## config.mk

```make
export PLATFORM = sky130hd
export DESIGN_NAME = sata_phy_if_mc
export DESIGN_NICKNAME = d
export VERILOG_FILES = /design/src/rtl/sata_phy_pkg.sv /design/src/rtl/sata_phy_lane.sv /design/src/rtl/sata_phy_if_mc.sv
export SDC_FILE = /design/constraint.sdc
export NUM_CORES = 1
export LEC_CHECK = 0
export BUFFER_PORTS_ARGS = -buffer_cell sky130_fd_sc_hd__buf_2
export CORE_MARGIN = 4
export CORE_UTILIZATION = 51
export DETAILED_ROUTE_END_ITERATION = 10
export GPL_ROUTABILITY_DRIVEN = 0
export PLACE_DENSITY = 0.77
export SYNTH_ARGS = -nofsm -noshare
export SYNTH_HDL_FRONTEND = slang
export SYNTH_SLANG_ARGS = --single-unit
```

## constraint.sdc

```tcl
create_clock -name phyclk -period 3.1 [get_ports phyclk]
set_input_delay 0.31 -clock phyclk [delete_from_list [all_inputs] [get_ports phyclk]]
set_output_delay 0.31 -clock phyclk [all_outputs]
set_load 0.01 [all_outputs]
```

## src/rtl/sata_phy_pkg.sv

```systemverilog
// Shared constants, TX state encoding and comma-lane decode for the SATA PHY adapter.
package sata_phy_pkg;

   localparam logic [31:0] SATA_ALIGN   = 32'h7B4A4ABC;
   localparam logic [3:0]  SATA_ALIGN_K = 4'b0001;

   typedef enum logic [1:0] {
      LINKDN = 2'd0,
      ALN1   = 2'd1,
      ALN2   = 2'd2,
      DATA   = 2'd3
   } tx_state_t;

   typedef struct packed {
      logic       valid;
      logic [1:0] lane;
   } comma_t;

   // Only a one-hot charisk identifies a comma lane; anything else is ignored.
   function automatic comma_t comma_lane(input logic [3:0] k);
      comma_t r;
      r.valid = 1'b1;
      r.lane  = 2'd0;
      case (k)
         4'b0001: r.lane = 2'd0;
         4'b0010: r.lane = 2'd1;
         4'b0100: r.lane = 2'd2;
         4'b1000: r.lane = 2'd3;
         default: r.valid = 1'b0;
      endcase
      return r;
   endfunction

endpackage

```

## src/rtl/sata_phy_lane.sv

```systemverilog
// One SATA PHY channel: TX ALIGN insertion FSM and RX byte-lane aligner.
// Optional per-channel statistics when SATA_PHY_IF_STATS_EN is defined.
//
// state  | meaning
// LINKDN | link down, send ALIGN continuously, no pop
// ALN1   | first ALIGN of the periodic pair
// ALN2   | second ALIGN of the periodic pair
// DATA   | pass link-layer dwords, pop every cycle
module sata_phy_lane
   import sata_phy_pkg::*;
#(
   parameter int C_ALIGN_INTERVAL = 256
) (
   input  logic        phyclk,
   input  logic        phyreset_n,
   input  logic        link_up,
   input  logic [31:0] tx_data,
   input  logic        tx_isk,
   output logic        tx_pop,
   output logic [31:0] gtx_txdata,
   output logic [3:0]  gtx_txcharisk,
   input  logic [31:0] gtx_rxdata,
   input  logic [3:0]  gtx_rxcharisk,
   output logic [31:0] rx_data,
   output logic        rx_isk,
   output logic        rx_valid,
   output logic        rx_aligned
`ifdef SATA_PHY_IF_STATS_EN
   ,
   output logic [15:0] stat_align_drop,
   output logic [7:0]  stat_relock
`endif
);

   localparam int              DW        = $clog2(C_ALIGN_INTERVAL);
   localparam logic [DW-1:0]   DCNT_LAST = DW'(C_ALIGN_INTERVAL - 3);

   tx_state_t     state, state_nxt;
   logic [DW-1:0] dcnt, dcnt_nxt;
   logic [31:0]   tx_word;
   logic [3:0]    tx_k;

   always_ff @(posedge phyclk or negedge phyreset_n) begin
      if (!phyreset_n) begin
         state <= LINKDN;
         dcnt  <= '0;
      end else begin
         state <= state_nxt;
         dcnt  <= dcnt_nxt;
      end
   end

   always_comb begin
      state_nxt = state;
      dcnt_nxt  = '0;
      case (state)
         LINKDN: if (link_up) state_nxt = ALN1;
         ALN1:   state_nxt = ALN2;
         ALN2:   state_nxt = DATA;
         DATA: begin
            if (dcnt == DCNT_LAST) state_nxt = ALN1;
            else                   dcnt_nxt  = dcnt + 1'b1;
         end
         default: state_nxt = LINKDN;
      endcase
      // Link loss overrides everything, including the DATA->ALN1 wrap.
      if (!link_up) begin
         state_nxt = LINKDN;
         dcnt_nxt  = '0;
      end
   end

   always_comb begin
      tx_pop  = (state == DATA);
      tx_word = SATA_ALIGN;
      tx_k    = SATA_ALIGN_K;
      if (state == DATA) begin
         tx_word = tx_data;
         tx_k    = {3'b000, tx_isk};
      end
   end

   always_ff @(posedge phyclk or negedge phyreset_n) begin
      if (!phyreset_n) begin
         gtx_txdata    <= SATA_ALIGN;
         gtx_txcharisk <= SATA_ALIGN_K;
      end else begin
         gtx_txdata    <= tx_word;
         gtx_txcharisk <= tx_k;
      end
   end

   logic [31:0] prev_data, aln_data;
   logic [3:0]  prev_k, aln_k;
   logic [1:0]  off;
   logic        off_upd, is_align, aln_seen;
   comma_t      cl;

   assign cl       = comma_lane(gtx_rxcharisk);
   assign off_upd  = cl.valid && (cl.lane != off);
   assign is_align = (aln_data == SATA_ALIGN) && (aln_k == SATA_ALIGN_K);

   // Lane p places the comma byte of the previous word at byte 0 of the output.
   always_comb begin
      aln_data = prev_data;
      aln_k    = prev_k;
      case (off)
         2'd1: begin
            aln_data = {gtx_rxdata[7:0], prev_data[31:8]};
            aln_k    = {gtx_rxcharisk[0], prev_k[3:1]};
         end
         2'd2: begin
            aln_data = {gtx_rxdata[15:0], prev_data[31:16]};
            aln_k    = {gtx_rxcharisk[1:0], prev_k[3:2]};
         end
         2'd3: begin
            aln_data = {gtx_rxdata[23:0], prev_data[31:24]};
            aln_k    = {gtx_rxcharisk[2:0], prev_k[3]};
         end
         default: ;
      endcase
   end

   always_ff @(posedge phyclk or negedge phyreset_n) begin
      if (!phyreset_n) begin
         prev_data  <= '0;
         prev_k     <= '0;
         off        <= '0;
         aln_seen   <= 1'b0;
         rx_aligned <= 1'b0;
         rx_data    <= '0;
         rx_isk     <= 1'b0;
         rx_valid   <= 1'b0;
      end else begin
         prev_data <= gtx_rxdata;
         prev_k    <= gtx_rxcharisk;
         if (off_upd) off <= cl.lane;
         if (!link_up || off_upd) begin
            aln_seen   <= 1'b0;
            rx_aligned <= 1'b0;
         end else if (is_align) begin
            aln_seen <= 1'b1;
            if (aln_seen) rx_aligned <= 1'b1;
         end else begin
            aln_seen <= 1'b0;
         end
         rx_data  <= aln_data;
         rx_isk   <= aln_k[0];
         rx_valid <= link_up && !is_align && rx_aligned;
      end
   end

`ifdef SATA_PHY_IF_STATS_EN
   logic link_q;

   always_ff @(posedge phyclk or negedge phyreset_n) begin
      if (!phyreset_n) begin
         link_q          <= 1'b0;
         stat_align_drop <= '0;
         stat_relock     <= '0;
      end else begin
         link_q <= link_up;
         if (link_up && !link_q) begin
            stat_align_drop <= '0;
            stat_relock     <= '0;
         end else begin
            if (is_align && (stat_align_drop != 16'hFFFF))
               stat_align_drop <= stat_align_drop + 1'b1;
            if (off_upd && (stat_relock != 8'hFF))
               stat_relock <= stat_relock + 1'b1;
         end
      end
   end
`endif

endmodule

```

## src/rtl/sata_phy_if_mc.sv

```systemverilog
// Multi-channel SATA PHY interface adapter: one sata_phy_lane per channel on sliced buses.
// Define SATA_PHY_IF_STATS_EN to expose per-channel ALIGN-drop and relock counters.
module sata_phy_if_mc
   import sata_phy_pkg::*;
#(
   parameter int C_NUM_CHAN       = 2,
   parameter int C_ALIGN_INTERVAL = 256
) (
   input  logic                    phyclk,
   input  logic                    phyreset_n,
   input  logic [C_NUM_CHAN-1:0]   link_up,
   input  logic [C_NUM_CHAN*32-1:0] tx_data,
   input  logic [C_NUM_CHAN-1:0]   tx_isk,
   output logic [C_NUM_CHAN-1:0]   tx_pop,
   output logic [C_NUM_CHAN*32-1:0] gtx_txdata,
   output logic [C_NUM_CHAN*4-1:0] gtx_txcharisk,
   input  logic [C_NUM_CHAN*32-1:0] gtx_rxdata,
   input  logic [C_NUM_CHAN*4-1:0] gtx_rxcharisk,
   output logic [C_NUM_CHAN*32-1:0] rx_data,
   output logic [C_NUM_CHAN-1:0]   rx_isk,
   output logic [C_NUM_CHAN-1:0]   rx_valid,
   output logic [C_NUM_CHAN-1:0]   rx_aligned
`ifdef SATA_PHY_IF_STATS_EN
   ,
   output logic [C_NUM_CHAN*16-1:0] stat_align_drop,
   output logic [C_NUM_CHAN*8-1:0]  stat_relock
`endif
);

   for (genvar c = 0; c < C_NUM_CHAN; c++) begin : g_chan
      sata_phy_lane #(
         .C_ALIGN_INTERVAL (C_ALIGN_INTERVAL)
      ) u_lane (
         .phyclk          (phyclk),
         .phyreset_n      (phyreset_n),
         .link_up         (link_up[c]),
         .tx_data         (tx_data[32*c +: 32]),
         .tx_isk          (tx_isk[c]),
         .tx_pop          (tx_pop[c]),
         .gtx_txdata      (gtx_txdata[32*c +: 32]),
         .gtx_txcharisk   (gtx_txcharisk[4*c +: 4]),
         .gtx_rxdata      (gtx_rxdata[32*c +: 32]),
         .gtx_rxcharisk   (gtx_rxcharisk[4*c +: 4]),
         .rx_data         (rx_data[32*c +: 32]),
         .rx_isk          (rx_isk[c]),
         .rx_valid        (rx_valid[c]),
         .rx_aligned      (rx_aligned[c])
`ifdef SATA_PHY_IF_STATS_EN
         ,
         .stat_align_drop (stat_align_drop[16*c +: 16]),
         .stat_relock     (stat_relock[8*c +: 8])
`endif
      );
   end

endmodule

```

# Yosys cells after proc, flatten, opt, wreduce, memory -nomap -nowiden
# Cells that the tools add are included.
word_totals:
  ff_bits: 234
  elab_cells: 114
  inputBits: 142
classes:
  add_sub_neg: 2
  mux: 34
  n_reduce_logical: 24
  n_eq_ne: 30
ops:
  columns: ["op", "count"]
  rows:
  - ["one-hot mux 32 bit (3 select lines)", 2]
  - ["equality test 32 x 31 -> 1 bit (second input constant)", 2]
  - ["2-to-1 mux 32 bit", 2]
  - ["2-to-1 mux 8 bit", 6]
  - ["one-hot mux 4 bit (3 select lines)", 2]
  - ["adder 8 x 1 -> 8 bit (second input constant)", 2]
  - ["equality test 2 bit (second input constant)", 8]
  - ["equality test 4 x 1 -> 1 bit (second input constant)", 4]
  - ["equality test 8 bit (second input constant)", 2]
  - ["one-hot mux 2 bit (4 select lines)", 2]
  - ["2-to-1 mux 1 bit", 14]
  - ["one-hot mux 2 bit (3 select lines)", 2]
  - ["equality test 2 x 1 -> 1 bit (second input constant)", 4]
  - ["equality test 4 x 2 -> 1 bit (second input constant)", 2]
  - ["equality test 4 x 3 -> 1 bit (second input constant)", 2]
  - ["equality test 4 bit (second input constant)", 2]
  - ["logical AND 1 bit", 8]
  - ["2-to-1 mux 2 bit", 4]
  - ["nonzero test 2 bit", 4]
  - ["OR reduction 4 bit", 2]
  - ["inequality test 3 bit (second input constant)", 2]
  - ["logical NOT 1 bit", 4]
  - ["logical NOT 2 bit", 2]
  - ["inequality test 2 bit", 2]
  - ["2 further kinds", 4]

# Logic depth before layout (Yosys ltp)
# Gate-level depths: netlist of run 1.
depth:
  depth_word: 7
  depth_mapped: 9
  mapped_depth_nobuf: 6

# By module
# A second synthesis of run 1 with hierarchy kept.
hier_totals:
  hier_cells: 572
  area_unflattened_um2: 9186.3
modules_own_cells:
  columns: ["module", "n_inst", "seq_area_each_um2", "area_each_um2", "cells_per_inst"]
  rows:
  - ["sata_phy_lane", 2, 2950.3, 4593.2, 286]

# Worst setup path before layout of run 1
# OpenSTA, ideal clock, no wires.
synth_timing:
  path_type: "register to register"
  startpoint: "register g_chan[1].u_lane.off[0]"
  endpoint: "register g_chan[1].u_lane.aln_seen"
  synth_period_minus_slack_ns: 2.181
  path_stages_with_launch: 7
  t_arrival_ns: 2.114
  setup_slack_ns: 0.919
  setup_time_ns: 0.066
  path_cell_list: "dfrtp_1 -> buf_6 -> mux4_2 -> or4_1 -> nor4_2 -> and4_1 -> o211a_1"
synth_between:
  elab_chain_cells: 6
synth_lines:
  columns: ["element", "line_no", "rtl"]
  rows:
  - ["from (decl)", "sata_phy_lane.sv:95", "logic [1:0] off;"]
  - ["from (signal assigned)", "sata_phy_lane.sv:137", "if (off_upd) off <= cl.lane;"]
  - ["equality test 2 bit / equality test 2 x 1 -> 1 bit (equally long branches)", "sata_phy_lane.sv:107", "case (off)"]
  - ["one-hot mux 32 bit (3 select lines) (*)", "sata_phy_lane.sv:107", null]
  - ["net g_chan[1].u_lane.aln_data[20]", "sata_phy_lane.sv:93", "logic [31:0] prev_data, aln_data;"]
  - ["equality test 32 x 31 -> 1 bit (*)", "sata_phy_lane.sv:101", "assign is_align = (aln_data == SATA_ALIGN) && (aln_k == SATA_ALIGN_K);"]
  - ["logical AND 1 bit (*)", "sata_phy_lane.sv:101", null]
  - ["2-to-1 mux 1 bit (*)", "sata_phy_lane.sv:141", "end else if (is_align) begin"]
  - ["2-to-1 mux 1 bit (*)", "sata_phy_lane.sv:138", "if (!link_up || off_upd) begin"]
  - ["to (signal assigned)", "sata_phy_lane.sv:139", "aln_seen <= 1'b0;"]
  - ["to (signal assigned)", "sata_phy_lane.sv:142", "aln_seen <= 1'b1;"]
  - ["to (signal assigned)", "sata_phy_lane.sv:145", "aln_seen <= 1'b0;"]
  - ["to (decl)", "sata_phy_lane.sv:96", "logic off_upd, is_align, aln_seen;"]
# Mark *: on every way through the listed nets, which the timed path passes. The rest lies on a longest branch.
# A chain may end at the register's enable or synchronous reset.

# Worst setup path after layout of run 1
# Same ends and word-level chain as after synthesis.

==> reports/metrics.yaml, run 1 <==
outcome:
  outcome: "completed"
route:
  wire_per_inst_um: 19.64
  via_count: 6492
  first_pass_iters: 5
  drt_iter0_drc: 350
  vias_per_cell: 5.313
  drc: 0
  antenna_left: 0
  routed_wl_um: 24010
min_path:
  hp-class: "in2reg"
worst_setup_path:
  critPathKind: "reg2reg"
  crit_path_start_kind: "flip-flop"
  crit_buf_inv: 1
  cp_max_fo: 15
  worst_ep_required_time_ps: 3540
  crit_arrival_ps: 3100
  max_stage_delay_ps: 750
  crit_path_cell_trace: "buf_4 -> mux4_1 -> nand4bb_1 -> nor4_1 -> and2_1 -> o211a_1"
  crit_path_top_delay_cell: "dfrtp_1"
  cp-end-kind: "flip-flop"
  path_delay_family: "flip-flops"
placed_design:
  dp.cells: 1068
  dp_hpwl_um: 15430
  placed_area_sq_um: 10750
  port_buffers: 279
  preCtsSetupSlack_ps: 425.3
logic_synthesis:
  syn_avg_cell_area_sq_um: 15.53
  synth_top_area_cell: "dfrtp_1"
  synthCells: 592
  synthFlopType: "dfrtp_1"
  yosys_warnings: 0
  synthTopCellsByArea: "dfrtp_1 54%, mux4_2 14%, dfstp_2 10%"
  ys_types: 59
  synth-edff-count: 0
  async_flop_share_pct: 100.0
  synth_top_area_share_pct: 53.91
  ys_seq_elements: 234
  synth-seq-area-share_pct: 64.20
  syn-cell-area_sq_um: 9191
power:
  report.power.total_mw: 8.114
  powerDensity_nw_per_um2: 641.9
  p_leak_nw: 5.750
  ir_drop_mv: 0.5696
timing:
  finalSetupViolations: 0
  skew_ps: 7.137
  fin_crit_ps: 2663
  fin_ws_ps: 436.9
  hold_viol: 0
  setup_tns_ps: 0
  max_freq_ghz: 0.3755
  max_slew_margin_pct: 43.56
  worstMarginPinSlew_ps: 825.2
  rsz0062_at_grt: "no"
  slew_viol_final: 0
  whs_ps: 17.03
  finalCritPeriodShare_pct: 85.91
grt:
  grt_usage_pct: 23.62
  grt_max_degree: 82
  grt_pass1_vias: 6937
  grt_antenna_before_repair: 3
  gr-total-overflow: 0
  grt_pass1_wl_um: 37460
layout:
  final_util_pct: 72.32
  postLayoutCellArea_sq_um: 12640
  drive_gt1_share_pct: 43.20
  layout_commonest_cell: "buf_2"
  final_cells: 1222
  mostFrequentLayoutCells: "278 x buf_2, 195 x dfrtp_1, 105 x dlygate4sd3_1, 58 x mux4_2, 40 x nand2b_1"
  syn_to_final_growth_pct: 37.52
  nets: 1125
clock_tree:
  cts-root-buf: "clkbuf_16"
  post_cts_buffers: 0
  clock_path_buffers: 3
  numCtsBuffers: 25
  clk_latency_ps: 500
  tritoncts: "done"
  clock-sinks: 234
  htree_num_levels: 1
  clk_pin_slew_ps: 60
floorplan:
  die_h_um: 142.2
  die-area_sq_um: 20230
  io_pins: 286
  placementRows: 48
  start_util_pct: 52.59
  core-area_sq_um: 17480
  dieWidth_um: 142.2
flow_run:
  maxCapViolCount: 0
cell type report:
type,instances,area (sq um)
repair buffers,395,2565
diodes,4,10.01
clock buffers,34,689.4
clock inverters,11,136.4
well taps,225,281.5
flip-flops and latches,234,5904
multi-input cells,308,3012
fillers,1091,4837
inverters,11,41.29
registers in the layout (all words and copies together) (netlist names):
| signal | flops |
|---|---|
| g_chan.u_lane.aln_seen | 2 |
| g_chan.u_lane.dcnt | 16 |
| g_chan.u_lane.gtx_txcharisk | 2 |
| g_chan.u_lane.gtx_txdata | 64 |
| g_chan.u_lane.off | 4 |
| g_chan.u_lane.prev_data | 64 |
| g_chan.u_lane.prev_k | 8 |
| g_chan.u_lane.rx_aligned | 2 |
| g_chan.u_lane.rx_data | 64 |
| g_chan.u_lane.rx_isk | 2 |
| g_chan.u_lane.rx_valid | 2 |
| g_chan.u_lane.state | 4 |
path summary, 6_finish.rpt:
check	endpoint	startpoint	slack, ps	cells past startpoint
worst max-delay path	g_chan[1].u_lane.aln_seen	g_chan[1].u_lane.off[0]	440	6
worst min-delay path	g_chan[0].u_lane.gtx_txdata[21]	tx_data[21]	20	2
worst max register to register	g_chan[1].u_lane.aln_seen	g_chan[1].u_lane.off[0]	440	6
worst min register to register	g_chan[0].u_lane.dcnt[0]	g_chan[0].u_lane.dcnt[0]	510	1
max in group asynchronous	g_chan[1].u_lane.gtx_txdata[2]	phyreset_n	1840	3
min in group asynchronous	g_chan[0].u_lane.gtx_txdata[8]	phyreset_n	390	2
worst reg2reg max path: stages, from the launching register on:
cell and delay [ps]:
dfrtp_1 750, buf_4 380, mux4_1 600, nand4bb_1 190, nor4_1 330, and2_1 210
o211a_1 140
cell usage after synthesis (all sizes together) (3+ instances only):
library cell,number
a21oi,8
nand3,7
o21ai,13
nor4,5
and4,3
and3,3
ha,8
nor2b,3
nand2,21
buf,33
o211a,3
o211ai,3
nand4,6
or4,4
nor2,26
inv,10
dfstp,36
nand2b,40
dfrtp,198
and2,31
mux4,63
xor2,8
clkbuf,11
xnor2,6
mux2i,7
where the power goes:
part	leakage, nW	internal, mW	switching (mW)	total [mW]
Sequential	2.80	3.44	0.188	3.62
Combinational	2.54	0.740	0.785	1.52
Clock	0.407	1.81	1.16	2.97
per-layer routing:
layer / global-route usage (%) / vias to the layer above / routed length (um)
met5: 0 / - / 0
met4: 8.232 / 0 / 909
met3: 4.503 / 59 / 1508
met2: 42.21 / 264 / 12970
met1: 28.82 / 3290 / 8615
li1: - / 2879 / -
kinds of logic after synthesis:
group                    synth area share (%)
AO/OA/AOI/OAI                           3.499
XOR/XNOR                                1.334
adder cells (fa/ha/maj)                 1.089
buffers and inverters                   3.240
flip-flops                              64.20
multiplexers                            16.53
other                                 0.04080
AND/OR/NAND/NOR                         10.07
repair_timing:
| item | CTS | global route |
|---|---|---|
| hold buffers | 103 | 2 |
| hold endpoints to repair | 174 | 2 |
| resized for setup | 0 | 0 |
| setup endpoints to repair | 0 | 0 |
No activity file was read; power rests on OpenSTA's default activity.
==> inputs of run 2 (changes only) <==
--- a/config.mk
+++ b/config.mk
@@ -8,9 +8,10 @@
 export BUFFER_PORTS_ARGS = -buffer_cell sky130_fd_sc_hd__buf_2
 export CORE_MARGIN = 4
 export CORE_UTILIZATION = 51
+export CTS_BUF_LIST = sky130_fd_sc_hd__clkbuf_16
 export DETAILED_ROUTE_END_ITERATION = 10
 export GPL_ROUTABILITY_DRIVEN = 0
-export PLACE_DENSITY = 0.77
+export PLACE_DENSITY_LB_ADDON = 0.3
 export SYNTH_ARGS = -nofsm -noshare
 export SYNTH_HDL_FRONTEND = slang
 export SYNTH_SLANG_ARGS = --single-unit
==> run 2 against run 1 <==
Effect of this change:
- global-route usage is 1.1 points lower
- non-clock buffer count is 10 lower
- maximum frequency is 2.6% lower
- cell area is 1.1% lower
- critical path type unchanged
==> reports/metrics.yaml, run 2 (synthesis results as in run 1) <==
outcome:
  outcome: "completed"
timing:
  skew_ps: 10.37  # +3.234 ps
  finalSetupViolations: 0  # unchanged
  max_freq_ghz: 0.3657  # -2.6%
  finalCritPeriodShare_pct: 88.22  # +2.3 points
  worstMarginPinSlew_ps: 785.8  # -39.37 ps
  fin_crit_ps: 2735  # +71.67 ps
  rsz0062_at_grt: "no"
  max_slew_margin_pct: 46.26  # +2.7 points
  setup_tns_ps: 0  # unchanged
  hold_viol: 0  # unchanged
  slew_viol_final: 0  # unchanged
layout:
  multiInputGateArea_sq_um: 3012  # unchanged
  diodes: 0  # -4
  mostFrequentLayoutCells: "278 x buf_2, 195 x dfrtp_1, 95 x dlygate4sd3_1, 58 x mux4_2, 40 x nand2b_1"
  nets: 1115  # -0.89%
  seqCellArea_sq_um: 5904  # unchanged
  final_util_pct: 71.51  # -0.81 points
  layout_commonest_cell: "buf_2"
  fillCellCount: 1109  # +1.6%
  syn_to_final_growth_pct: 35.98
  drive_gt1_share_pct: 43.13  # -0.069 points
  reg_top3: "g_chan.u_lane.gtx_txdata (64), g_chan.u_lane.prev_data (64), g_chan.u_lane.rx_data (64)"
  postLayoutCellArea_sq_um: 12500  # -1.1%
worst_setup_path:
  path_delay_family: "simple AND/OR/NAND/NOR gates"
  cp-end-kind: "flip-flop"
  critPathKind: "reg2reg"
  reg2reg_depth: 6  # unchanged
  worst_ep_required_time_ps: 3540  # about the same
  crit_path_top_delay_cell: "dfrtp_1"
  crit_path_start_kind: "flip-flop"
  crit_path_cell_trace: "buf_4 -> mux4_1 -> nand4bb_1 -> nor4_1 -> and2_1 -> o211a_1"
  path_depth: 6  # unchanged
  max_stage_delay_ps: 730  # -20 ps
  crit_buf_inv: 1  # unchanged
  cp_max_fo: 15  # unchanged
  crit_arrival_ps: 3180  # +80 ps
power:
  powerDensity_nw_per_um2: 640.2  # -0.27%
  p_leak_nw: 5.704  # -0.80%
  ir_drop_mv: 0.6724  # +18%
route:
  vias_per_cell: 5.357  # +0.83%
  drt_iter0_drc: 394  # +13%
  wire_per_inst_um: 19.14  # -2.6%
  first_pass_iters: 4  # -1
  antenna_left: 0  # unchanged
  routed_wl_um: 23120  # -3.7%
  drc: 0  # unchanged
  via_count: 6471  # -0.32%
grt:
  gr-total-overflow: 0  # unchanged
  grt_pass1_vias: 6897  # -0.58%
  grt_antenna_before_repair: 1  # -2
  grt_usage_pct: 22.56  # -1.1 points
  grt_max_degree: 88  # +7.3%
  grt_pass1_wl_um: 36360  # -2.9%
clock_tree:
  numCtsBuffers: 25  # unchanged
  tritoncts: "done"
  htree_num_levels: 1  # unchanged
  clk_pin_slew_ps: 60  # about the same
  clock-sinks: 234  # unchanged
  cts-root-buf: "clkbuf_16"
  clk_latency_ps: 510  # about the same
  clock_path_buffers: 3  # unchanged
placed_design:
  dp_hpwl_um: 15760  # +2.2%
  placed_area_sq_um: 10750  # unchanged
  port_buffers: 279  # unchanged
min_path:
  whs_path_depth: 2  # unchanged
  hp-class: "in2reg"
floorplan:
  dieWidth_um: 142.2  # unchanged
  start_util_pct: 52.59  # unchanged
  die_h_um: 142.2  # unchanged
  core-area_sq_um: 17480  # unchanged
  die-area_sq_um: 20230  # unchanged
  io_pins: 286  # unchanged
  placementRows: 48  # unchanged
flow_run:
  maxCapViolCount: 0  # unchanged
==> run 2: final timing paths <==
check	start	slack, ps	to
setup / recovery	g_chan[1].u_lane.off[0]	370	g_chan[1].u_lane.aln_seen
hold / removal	tx_data[19]	10	g_chan[0].u_lane.gtx_txdata[19]
setup reg to reg	g_chan[1].u_lane.off[0]	370	g_chan[1].u_lane.aln_seen
hold reg to reg	g_chan[1].u_lane.dcnt[0]	510	g_chan[1].u_lane.dcnt[0]
max in group asynchronous	phyreset_n	1920	g_chan[0].u_lane.off[1]
min in group asynchronous	phyreset_n	330	g_chan[1].u_lane.rx_data[4]
==> run 2: what timing repair did <==
item | in CTS | in global routing
gates resized for setup | 0 | 0
hold endpoints to repair | 151 | 1
setup buffers | 0 | 0
hold buffers | 94 | 1
==> run 2: routing by layer <==
layer	global-route usage, %	part of all wire (%)
met2	39.98	52
met5	0	0
met1	28.50	37
met3	4.738	8.0
met4	5.960	2.5
==> run 2: area by class of cell <==
cell class                      instances  area share (%)
Sequential cell                       234           47.24
Multi-Input combinational cell        308           24.10
Timing Repair Buffer                  385           19.72
Clock buffer                           25           5.006
Tap cell                              225           2.252
Clock inverter                         20           1.351
Inverter                               11          0.3304
==> run 2: power by group <==
part | leakage (nW) | switching, mW | internal [mW]
sequential | 2.80 | 0.168 | 3.44
combinational | 2.50 | 0.792 | 0.732
clock | 0.402 | 1.17 | 1.71
total | 5.70 | 2.12 | 5.88
==> run 2: metrics by stage <==
stage                     hold WS, ps  total power [mW]  setup slack (ps)  instances
after CTS                       1.695             8.055             348.4       1207
after floorplan                 14.41             4.458             919.4        597
after global placement          269.0             5.027             469.1       1068
after global routing            9.085             8.350             89.48       1208
final                           12.07             8.001             365.2       1208
after detailed placement        278.1             5.082             369.5       1068
==> inputs of run 3 (changes only) <==
--- a/config.mk
+++ b/config.mk
@@ -5,11 +5,11 @@
 export SDC_FILE = /design/constraint.sdc
 export NUM_CORES = 1
 export LEC_CHECK = 0
-export BUFFER_PORTS_ARGS = -buffer_cell sky130_fd_sc_hd__buf_2
 export CORE_MARGIN = 4
-export CORE_UTILIZATION = 51
+export CORE_UTILIZATION = 55
 export CTS_BUF_LIST = sky130_fd_sc_hd__clkbuf_16
 export DETAILED_ROUTE_END_ITERATION = 10
+export DONT_BUFFER_PORTS = 1
 export GPL_ROUTABILITY_DRIVEN = 0
 export PLACE_DENSITY_LB_ADDON = 0.3
 export SYNTH_ARGS = -nofsm -noshare
==> run 3 against run 2 <==
Effect of this change:
- the flow now finishes with violations (hold timing)
- worst hold slack worse by 520 ps
- final cell count is 20% lower
- critical path depth stayed put
- clock power is 11% higher
- routed wire length is 0.87% lower
- core utilization is 0.35 points higher
- register-to-register slack better by 98 ps
- sequential cell count stayed put
- maximum frequency is 3.7% higher
- critical endpoint is now g_chan[0].u_lane.rx_aligned
- largest power group unchanged
- highest routed layer unchanged
==> reports/metrics.yaml, run 3 (synthesis results as in run 1) <==
outcome:
  outcome: "finished with violations"
  violations: "hold timing"
grt:
  grt_pass1_wl_um: 34330  # -5.6%
  grt_usage_pct: 23.94  # +1.4 points
  gr-total-overflow: 0  # unchanged
  grt_max_degree: 235  # +170%
  top_usage_layer: "met2"
  grt_pass1_vias: 6162  # -11%
  use_met3_pct: 7.414  # +2.7 points
  use_met1_pct: 27.51  # -0.99 points
  use_met2_pct: 42.53  # +2.6 points
  grt_antenna_before_repair: 0  # -1
timing:
  skew_ps: 14.96  # +4.592 ps
  whs_ps: -505.9  # -517.9 ps
  setup_tns_ps: 0  # unchanged
  finalCritPeriodShare_pct: 85.05  # -3.2 points
  worstMarginPinSlew_ps: 886.3  # +100.5 ps
  max_slew_margin_pct: 39.38  # -6.9 points
  slew_viol_final: 0  # unchanged
  finalSetupViolations: 0  # unchanged
  rsz0062_at_grt: "no"
  hold_viol: 234  # +234
  max_freq_ghz: 0.3793  # +3.7%
  fin_crit_ps: 2636  # -98.32 ps
worst_setup_path:
  max_stage_delay_ps: 710  # -20 ps
  worst_ep_required_time_ps: 3530  # about the same
  cp-end-kind: "flip-flop"
  crit_path_start_kind: "flip-flop"
  crit_path_top_delay_cell: "dfrtp_2"
  cp_max_fo: 25  # +10
  crit_arrival_ps: 3060  # -120 ps
  crit_buf_inv: 1  # unchanged
  critPathKind: "reg2reg"
  crit_path_cell_trace: "buf_4 -> mux4_2 -> nand4b_1 -> a211o_1 -> or4_1 -> o21ai_1"
  path_delay_family: "flip-flops"
floorplan:
  io_pins: 286  # unchanged
  placementRows: 46  # -4.2%
  die-area_sq_um: 18840  # -6.9%
  die_h_um: 137.3  # -3.5%
  start_util_pct: 57.03  # +4.4 points
  dieWidth_um: 137.3  # -3.5%
  core-area_sq_um: 16120  # -7.8%
power:
  ir_drop_mv: 0.6123  # -8.9%
  p_leak_nw: 4.821  # -15%
  powerDensity_nw_per_um2: 688.0  # +7.5%
clock_tree:
  post_cts_resized: 0  # unchanged
  clock_path_buffers: 3  # unchanged
  numCtsBuffers: 24  # -4.0%
  post_cts_buffers: 0  # unchanged
  clk_pin_slew_ps: 60  # about the same
  clk_latency_ps: 510  # about the same
  htree_num_levels: 1  # unchanged
  hold_buffers: 140  # +49%
  tritoncts: "done"
  cts-root-buf: "clkbuf_16"
  clock-sinks: 234  # unchanged
placed_design:
  port_buffers: 0  # -100%
  dp_hpwl_um: 14340  # -9.0%
  placed_area_sq_um: 9295  # -14%
route:
  first_pass_iters: 4  # unchanged
  wire_per_inst_um: 23.82  # +24%
  drt_iter0_drc: 351  # -11%
  drc: 0  # unchanged
  via_count: 5595  # -14%
  antenna_left: 0  # unchanged
  vias_per_cell: 5.816  # +8.6%
  routed_wl_um: 22920  # -0.87%
layout:
  syn_to_final_growth_pct: 26.00
  drive_gt1_share_pct: 19.30  # -24 points
  nets: 878  # -21%
  postLayoutCellArea_sq_um: 11580  # -7.3%
  diodes: 0  # unchanged
  reg_top3: "g_chan.u_lane.gtx_txdata (64), g_chan.u_lane.prev_data (64), g_chan.u_lane.rx_data (64)"
  layout_commonest_cell: "dfrtp_1"
  mostFrequentLayoutCells: "195 x dfrtp_1, 140 x dlygate4sd3_1, 58 x mux4_2, 40 x nand2b_1, 36 x dfstp_2"
flow_run:
  maxCapViolCount: 0  # unchanged
min_path:
  hp-class: "in2async"
-- run 3: cell count changes in the layout (fill, tap and decap cells not counted), sizes merged --
cell,change
clkinvlp,-3
clkinv,-1
inv,-1
buf,-281
dlygate4sd3,+45
bufinv,+4
-- run 3: worst register-to-register path, stage by stage, from the launching register on --
cell      delay, ps
dfrtp_2         710
buf_4           420
mux4_2          380
nand4b_1        200
a211o_1         300
or4_1           400
o21ai_1         140
-- run 3: layer usage --
metal,wire length (um),vias up
met1,8175,2899
met3,2074,56
met2,11940,265
met4,728,0
met5,0,-
li1,-,2375
-- run 3: path summary, 6_finish.rpt --
check,from,end,slack (ps),cells past startpoint
setup / recovery,g_chan[0].u_lane.off[1],g_chan[0].u_lane.rx_aligned,460,6
hold / removal,phyreset_n,g_chan[1].u_lane.rx_data[23],-510,0
setup reg to reg,g_chan[0].u_lane.off[1],g_chan[0].u_lane.rx_aligned,460,6
hold reg to reg,g_chan[1].u_lane.dcnt[0],g_chan[1].u_lane.dcnt[0],510,1
max in group asynchronous,phyreset_n,g_chan[0].u_lane.gtx_txdata[19],3310,0
min in group phyclk,gtx_rxcharisk[2],g_chan[0].u_lane.off[1],10,3
-- run 3: final cells by class --
type	instances	area [sq um]
sequential	234	5904
multi-input combinational	308	3012
tap	216	270.3
timing repair buffer	149	1469
clock buffer	25	625.6
clock inverter	19	259.0
fill	977	4534
inverter	11	41.29
-- run 3: where the power goes --
group          switching [mW]  total, mW  internal (mW)
Combinational           0.426      0.948          0.522
Sequential              0.394       3.84           3.45
Clock                    1.15       3.18           2.03
-- run 3: through the flow --
step | setup slack [ps] | total power, mW | std cells | utilization [%]
after floorplan | 919.4 | 4.458 | 597 | -
after global placement | 528.8 | 4.631 | 778 | 57.68
after detailed placement | 469.0 | 4.672 | 778 | 57.68
after CTS | 430.4 | 8.007 | 962 | 71.86
after global routing | 274.7 | 8.266 | 962 | 71.86
final | 463.5 | 7.968 | 962 | 71.86
